==> src/rtl/bus_ctrl.sv <==
// bus_ctrl: single-outstanding bus controller between the MMIO mmu and the
// slave bus. Captures one request in IDLE, drives a one-hot request to the
// addressed slave, waits for that slave's ack (bounded by TIMEOUT) and
// returns read data with a one-cycle bus_ready pulse. Unmapped slaves and
// timeouts complete with bus_err=1 and POISON read data.
//
// state  | meaning
// IDLE   | waiting for bus_req; captures request fields
// ACCESS | slv_req asserted to one slave, waiting for its ack or timeout
// DONE   | bus_ready pulse; bus_dat_o/bus_err valid
//
// Ports:
//   clk, rst            clock, asynchronous active-high reset
//   bus_req..bus_dat_i  request from mmu (sampled only in IDLE)
//   bus_dat_o, bus_ready, bus_err  completion to mmu
//   slv_req, slv_wen, slv_mode, slv_addr, slv_dat_o  registered slave bus
//   slv_dat_i, slv_ack  per-slave read data (flattened) and acknowledge
module bus_ctrl #(
  parameter int                 XLEN        = 32,
  parameter int                 SLAVE_WIDTH = 4,
  parameter int                 NSLAVE      = 16,
  parameter logic [NSLAVE-1:0]  SLAVE_MASK  = 16'h1501,
  parameter int                 TIMEOUT     = 64,
  parameter logic [XLEN-1:0]    POISON      = 32'hdeadbeef
) (
  input  logic                        clk,
  input  logic                        rst,
  input  logic                        bus_req,
  input  logic                        bus_wen,
  input  logic [2:0]                  bus_mode,
  input  logic [SLAVE_WIDTH-1:0]      bus_num,
  input  logic [XLEN-SLAVE_WIDTH-1:0] bus_addr,
  input  logic [XLEN-1:0]             bus_dat_i,
  output logic [XLEN-1:0]             bus_dat_o,
  output logic                        bus_ready,
  output logic                        bus_err,
  output logic [NSLAVE-1:0]           slv_req,
  output logic                        slv_wen,
  output logic [2:0]                  slv_mode,
  output logic [XLEN-SLAVE_WIDTH-1:0] slv_addr,
  output logic [XLEN-1:0]             slv_dat_o,
  input  logic [NSLAVE*XLEN-1:0]      slv_dat_i,
  input  logic [NSLAVE-1:0]           slv_ack
);

  localparam int TW = $clog2(TIMEOUT + 1);

  typedef enum logic [1:0] {IDLE, ACCESS, DONE} state_t;

  state_t                      state, state_nxt;
  logic [SLAVE_WIDTH-1:0]      num_q, num_nxt;
  logic [TW-1:0]               timer, timer_nxt;
  logic [NSLAVE-1:0]           req_nxt;
  logic                        wen_nxt;
  logic [2:0]                  mode_nxt;
  logic [XLEN-SLAVE_WIDTH-1:0] addr_nxt;
  logic [XLEN-1:0]             wdat_nxt;
  logic [XLEN-1:0]             rdat_nxt;
  logic                        err_nxt;

  // Only the captured slave's ack and data are looked at.
  logic            sel_ack;
  logic [XLEN-1:0] sel_dat;
  assign sel_ack = slv_ack[num_q];
  assign sel_dat = slv_dat_i[int'(num_q)*XLEN +: XLEN];

  // Combinational from state so reset clears it without a clock edge.
  assign bus_ready = (state == DONE);

  always_ff @(posedge clk or posedge rst) begin
    if (rst) begin
      state     <= IDLE;
      num_q     <= '0;
      timer     <= '0;
      slv_req   <= '0;
      slv_wen   <= 1'b0;
      slv_mode  <= '0;
      slv_addr  <= '0;
      slv_dat_o <= '0;
      bus_dat_o <= '0;
      bus_err   <= 1'b0;
    end else begin
      state     <= state_nxt;
      num_q     <= num_nxt;
      timer     <= timer_nxt;
      slv_req   <= req_nxt;
      slv_wen   <= wen_nxt;
      slv_mode  <= mode_nxt;
      slv_addr  <= addr_nxt;
      slv_dat_o <= wdat_nxt;
      bus_dat_o <= rdat_nxt;
      bus_err   <= err_nxt;
    end
  end

  always_comb begin
    state_nxt = state;
    num_nxt   = num_q;
    timer_nxt = timer;
    req_nxt   = slv_req;
    wen_nxt   = slv_wen;
    mode_nxt  = slv_mode;
    addr_nxt  = slv_addr;
    wdat_nxt  = slv_dat_o;
    rdat_nxt  = bus_dat_o;
    err_nxt   = bus_err;
    case (state)
      IDLE: begin
        if (bus_req) begin
          num_nxt  = bus_num;
          wen_nxt  = bus_wen;
          mode_nxt = bus_mode;
          addr_nxt = bus_addr;
          wdat_nxt = bus_dat_i;
          if (SLAVE_MASK[bus_num]) begin
            state_nxt        = ACCESS;
            timer_nxt        = '0;
            req_nxt          = '0;
            req_nxt[bus_num] = 1'b1;
          end else begin
            state_nxt = DONE;
            err_nxt   = 1'b1;
            rdat_nxt  = POISON;
          end
        end
      end
      ACCESS: begin
        // Ack is checked first so an ack on the last timer cycle still wins.
        if (sel_ack) begin
          state_nxt = DONE;
          req_nxt   = '0;
          err_nxt   = 1'b0;
          if (!slv_wen) rdat_nxt = sel_dat;
        end else if (timer == TW'(TIMEOUT - 1)) begin
          state_nxt = DONE;
          req_nxt   = '0;
          err_nxt   = 1'b1;
          rdat_nxt  = POISON;
        end else begin
          timer_nxt = timer + 1'b1;
        end
      end
      DONE:    state_nxt = IDLE;
      default: state_nxt = IDLE;
    endcase
  end

endmodule

==> config.mk <==
export PLATFORM = sky130hd
export DESIGN_NAME = bus_ctrl
export DESIGN_NICKNAME = d
export VERILOG_FILES = /design/src/rtl/bus_ctrl.sv
export SDC_FILE = /design/constraint.sdc
export NUM_CORES = 1
export LEC_CHECK = 0
export ABC_AREA = 1
export BUFFER_PORTS_ARGS = -buffer_cell sky130_fd_sc_hd__buf_2
export CAP_MARGIN = 25
export CORE_AREA = 2 2 281 283
export DETAILED_ROUTE_END_ITERATION = 6
export DIE_AREA = 0 0 283 285
export PLACE_DENSITY = 0.45
export RECOVER_POWER = 25
export SETUP_SLACK_MARGIN = 0.5
export SLEW_MARGIN = 15
export SYNTH_ARGS = -nofsm -noshare
export SYNTH_HDL_FRONTEND = slang
export SYNTH_SLANG_ARGS = --single-unit
==> constraint.sdc <==
create_clock -name clk -period 5.84 [get_ports clk]
set_clock_uncertainty 0.1 [all_clocks]
set_input_delay 1.168 -clock clk [delete_from_list [all_inputs] [get_ports clk]]
set_output_delay 1.168 -clock clk [all_outputs]
set_load 0.01 [all_outputs]
======== Word level (Yosys, flattened, before mapping) ========
Memories as Yosys holds them, arrays and structs flattened.
Cells that the tools add are included.
word-level totals
  logic and storage cells ................. 66
  input port bits ......................... 599
  bits in registers ....................... 126
  bits in read-only memories .............. 16
  memories ................................ 1
  output and inout port bits .............. 114
operators by class
  reduce and logical (&&, ||, !) cells .... 9
  eq/ne operators ......................... 10
  mux-type cells .......................... 31
  add/sub/neg operators ................... 1
  order comparisons ....................... 3
  shift-type cells ........................ 1
memory list
  name              depth  width  rd ports  clocked after Yosys merged registers in  wr ports  RTL line  RTL
  (name not given)  16     1      1         0                                        0         115       if (SLAVE_MASK[bus_num]) begin
operator list
  cell                 number
  $shiftx 512x10->32   1
  $mux 32              5
  $mux 16              4
  $pmux 32 s2          1
  $pmux 16 s2          1
  $mux 7               4
  $pmux 7 s2           1
  $lt 4x5->1 const B   2
  $ne 2x2->1 const B   5
  $reduce_and 5->1     2
  $mux 2               4
  $reduce_and 4->1     2
  $add 7x1->7 const B  1
  $eq 7x6->1 const B   1
  $mux 1               7
  $ne 3x3->1 const B   2
  $bmux 1 s4           1
  $demux 1 s4          1
  $ge 4x1->1 const B   1
  $pmux 2 s2           1
  $reduce_and 2->1     2
  $eq 2x1->1 const B   1
  $eq 2x2->1 const B   1
  $logic_not 2->1      1
  other kinds (3)      3

======== Logic depth before layout (Yosys ltp) ========
  depth after elaboration ................. 7
  mapped depth ............................ 14
  gate-level depth less buffers ........... 11

======== Worst setup path before layout ========
OpenSTA, ideal clock, no wires.
  kind .................................... in2reg
  start ................................... input port slv_ack[1]
  end ..................................... register bus_dat_o[14]
  data required time ...................... 5.623 ns
  buffers on the path ..................... 1
  stages on the path ...................... 11
  setup time .............................. 0.117 ns
  arrival time ............................ 2.088 ns
  path slack .............................. 3.535 ns
  cell sequence ........................... inv_1 -> nand2_1 -> nand3_1 -> nand3_1 -> nand3_1 -> nand2_2 -> nand3_4 -> nand3_2 -> buf_4 -> nand2_1 -> nand2_1
between the ends
  cells in the longest elaborated chain, start to end .. 4
  elaborated cells on any way between the ends .. 7
  those cells by class .................... 2 x eq/ne; 4 x mux; 1 x reduce/logical
ends and longest elaborated chain
  what                                                              RTL line  RTL
  start, declared                                                   43        input logic [NSLAVE-1:0] slv_ack
  $bmux 1 s4 (*)                                                    64        assign sel_ack = slv_ack[num_q];
  $mux 1 (implied by the code) (*)                                  64
  $ne 3x3->1 (no line) / $mux 32 (equally long branches)            n/a
  $reduce_and 5->1 (no line) / $pmux 32 s2 (equally long branches)  n/a
  end signal, assigned                                              91        bus_dat_o <= rdat_nxt;
  end, declared                                                     34        output logic [XLEN-1:0] bus_dat_o,
Mark *: on every way between the ends. The rest lies on a longest branch, timed or not. The select of a mux whose other input is x is not followed.
A chain may end at the register's enable or synchronous reset.

======== Final worst setup path ========
  start ................................... input port bus_req
  end ..................................... register slv_addr[21]
between the ends
  cells in the longest elaborated chain, start to end .. 1
ends and longest elaborated chain
  what                        RTL line  RTL
  start, declared             28        input logic bus_req,
  $reduce_and 2->1 (no line)  n/a
  end signal, assigned        89        slv_addr <= addr_nxt;
  end, declared               40        output logic [XLEN-SLAVE_WIDTH-1:0] slv_addr,
No other way between the ends.

==> summary.md <==
| Metric | Value |
|---|---|
| # H-tree levels | `4` |
| CTS tree | `built` |
| Post-synth EDFFs | `0` |
| Final period util | `66.06%` |
| I/O Pins | `around 710` |
| Die W | `283 um` |
| Slew Limit Headroom | `-16.23%` |
| Fin nets | `between 2000 and 3000` |
| Layout cell share with drive strength beyond 1 | `34.58%` |
| Worst r2r path cells | `8` |
| # setup viols final | `0` |
| Post-CTS sizing | `0` |
| Most frequent cells in the layout | `777 x nand2_1, 711 x buf_2, 216 x nand3_1` |
| Syn_nets | `~2400` |
| Chip height | `approximately 290 um` |
| Pwr Density | `roughly 470 mW/mm^2` |
| Minimum clock period | `3.858 ns` |
| Routed via count | `around 14000` |
| Num rows | `slightly above 100` |
| Final TNS setup | `0 ns` |
| Antenna-violating nets left | `0` |
| Reg2Reg Launch Point | `num_q[2]$_DFFE_PP0P_` |
| Synth cell types | `29` |
| Area Overhead vs Synth | `46.29%` |
| Yosys synthesis warning count | `0` |
| Arr. time, crit path | `4.06 ns` |
| Core area | `about 0.078 sq mm` |
| Crit Path Max Fanout | `32` |
| Dpl hpwl | `just over 50000 um` |
| Setup bufs post-CTS | `0` |
| Sequential element share of the synthesized area | `roughly 30%` |
| Clock Sinks | `~130` |
| Number of global-route vias before repair | `approximately 14000` |
| Clock latency on the worst-skew pair | `0.42 ns` |
| Worst-case clock buffer depth | `2` |
| Grt total ovfl | `0` |
| RSZ-0062 raised after global routing | `no` |
| First-pass GRT wire length | `between 90000 and 100000 um` |
| GRT Total Usage | `about 15%` |
| CP Class | `in2reg` |
| Pre-antenna DRT Iters | `5` |
| Ys async rst share | `between 90% and 100%` |
| Syn Inst Count | `1778` |
| Initial Util | `between 10 and 15%` |
| IO buf count | `just over 700` |
| Largest net degree at the start of global routing | `between 150 and 200` |
| Crit path capture | `slv_addr[21]$_DFFE_PP0P_` |
| Post-route cell area | `approximately 0.016 sq mm` |
| Slew Limit Fails | `67` |
| Util after Layout | `about 20%` |
| Starting DRT DRC Count | `just under 700` |
| Critical path startpoint | `bus_req` |
| Syn_area_per_cell | `approximately 6 sq um` |
| Hold path startpoint | `bus_dat_o[23]$_DFFE_PP0P_` |
| Root buffer cell | `clkbuf_16` |
| CP startpoint kind | `input pin` |
| DR WL/cell | `18.15 um` |
| Placed cell areas | `between 0.015 and 0.02 sq mm` |
| FF-to-FF setup slack | `roughly 2.1 ns` |
| Clock-pin slew on the worst setup and hold paths | `~0.06 ns` |
| Failing checks | `capacitance limit, slew limit` |
| Worst-margin pin slew | `around 1.7 ns` |
| Final Wtd Congestion | `0.8653` |
| Leak pwr | `just under 9 nW` |
| Hold Slack | `around 0.37 ns` |
| DRC viols | `0` |
| Vias/cell | `just under 4` |
| Placed cells | `between 3000 and 4000` |
| Seq cells post-synth | `around 130` |
| Non-Filler Instances | `between 3000 and 4000` |
| Initial antenna violation count | `8` |
| Min-delay worst type | `reg2reg` |
| Synthesized area | `roughly 0.011 sq mm` |
| CP required | `between 6 and 7 ns` |
| Hold Fails Final Rpt | `0` |
| Post-CTS Hold Buffers | `0` |
| CTS Buf Count | `17` |
| Setup crit end kind | `register` |
| Hold depth | `2` |
| Max-cap viol count | `2` |
| Die area | `about 0.081 sq mm` |
| Detailed Route WL | `about 63000 um` |
| Most common cell after layout, fill and taps aside | `nand2_1` |
| Synth Flop Type | `dfrtp_1` |
| Status | `complete, but fails checks` |
| Reg2reg end | `bus_dat_o[0]$_DFFE_PP0P_` |
| Max Fclk | `roughly 260 MHz` |
| Worst vdd ir | `between 0.0005 and 0.0006 V` |
Yosys cell counts, types with 5 or more instances:
master	number	area share [%]
buf_4	13	0.91
nor2_1	138	4.8
o21ai_0	65	3.0
inv_1	140	4.9
buf_2	55	2.6
buf_1	15	0.52
nand2_1	777	27
dfrtp_1	126	29
a21oi_1	17	0.79
clkbuf_1	41	1.4
mux2_2	63	6.6
o21ai_1	10	0.47
buf_6	5	0.52
o211ai_1	75	5.2
nand3_1	216	10
metal layers:
layer	part of all wire, %	track usage [%]
met1	42	18.16
met4	3.0	4.894
met3	6.2	3.008
met5	0.064	0
met2	49	26.34
stage by stage:
stage	setup WS (ns)	power, mW
finish	1.982	7.439
global route	1.627	8.185
CTS	2.015	7.665
detailed placement	2.038	6.592
global placement	2.086	6.590
floorplan	1.216	4.471
where the power goes:
| group | switching (mW) | leakage (nW) | total, mW | internal [mW] |
|---|---|---|---|---|
| clock network | 0.413 | 0.274 | 1.04 | 0.624 |
| logic | 3.32 | 6.89 | 4.85 | 1.54 |
| registers | 0.331 | 1.52 | 1.55 | 1.22 |
cell type report:
cell class / instances / area (sq um)
clock buffers: 20 / 436.7
diodes: 4 / 10.01
clock inverters: 11 / 118.9
flip-flops and latches: 126 / 3164
repair buffers: 726 / 3701
multi-input cells: 1378 / 6396
fillers: 9184 / 62270
well taps: 1050 / 1314
inverters: 145 / 560.5
worst min path at each step:
| stage | endpoint | slack (ns) |
|---|---|---|
| global placement | bus_dat_o[19]$_DFFE_PP0P_ | 0.36 |
| finish | bus_dat_o[23]$_DFFE_PP0P_ | 0.37 |
| CTS | bus_dat_o[28]$_DFFE_PP0P_ | 0.37 |
| detailed placement | bus_dat_o[3]$_DFFE_PP0P_ | 0.36 |
| global route | bus_dat_o[5]$_DFFE_PP0P_ | 0.39 |
| floorplan | timer[6]$_DFFE_PP0P_ | 0.37 |
registers in the layout, indices dropped and copies added, names as in the netlist:
register	count
slv_req	16
slv_addr	28
num_q	4
state	2
bus_err	1
slv_dat_o	32
bus_dat_o	32
slv_mode	3
timer	7
slv_wen	1
logic make-up after synthesis:
group,share of synthesized area (%)
XOR/XNOR,0.1632
flip-flops,29.38
AO/OA/AOI/OAI,9.956
adder cells (fa/ha/maj),0.1166
multiplexers,6.610
AND/OR/NAND/NOR,42.75
buffers and inverters,11.03
critical path, stage by stage:
cell and delay [ns]:
buf_2 0.10, nand2_1 0.48, clkbuf_1 1.32, buf_4 0.58, mux2_2 0.39
No activity file was read; power rests on OpenSTA's default activity.
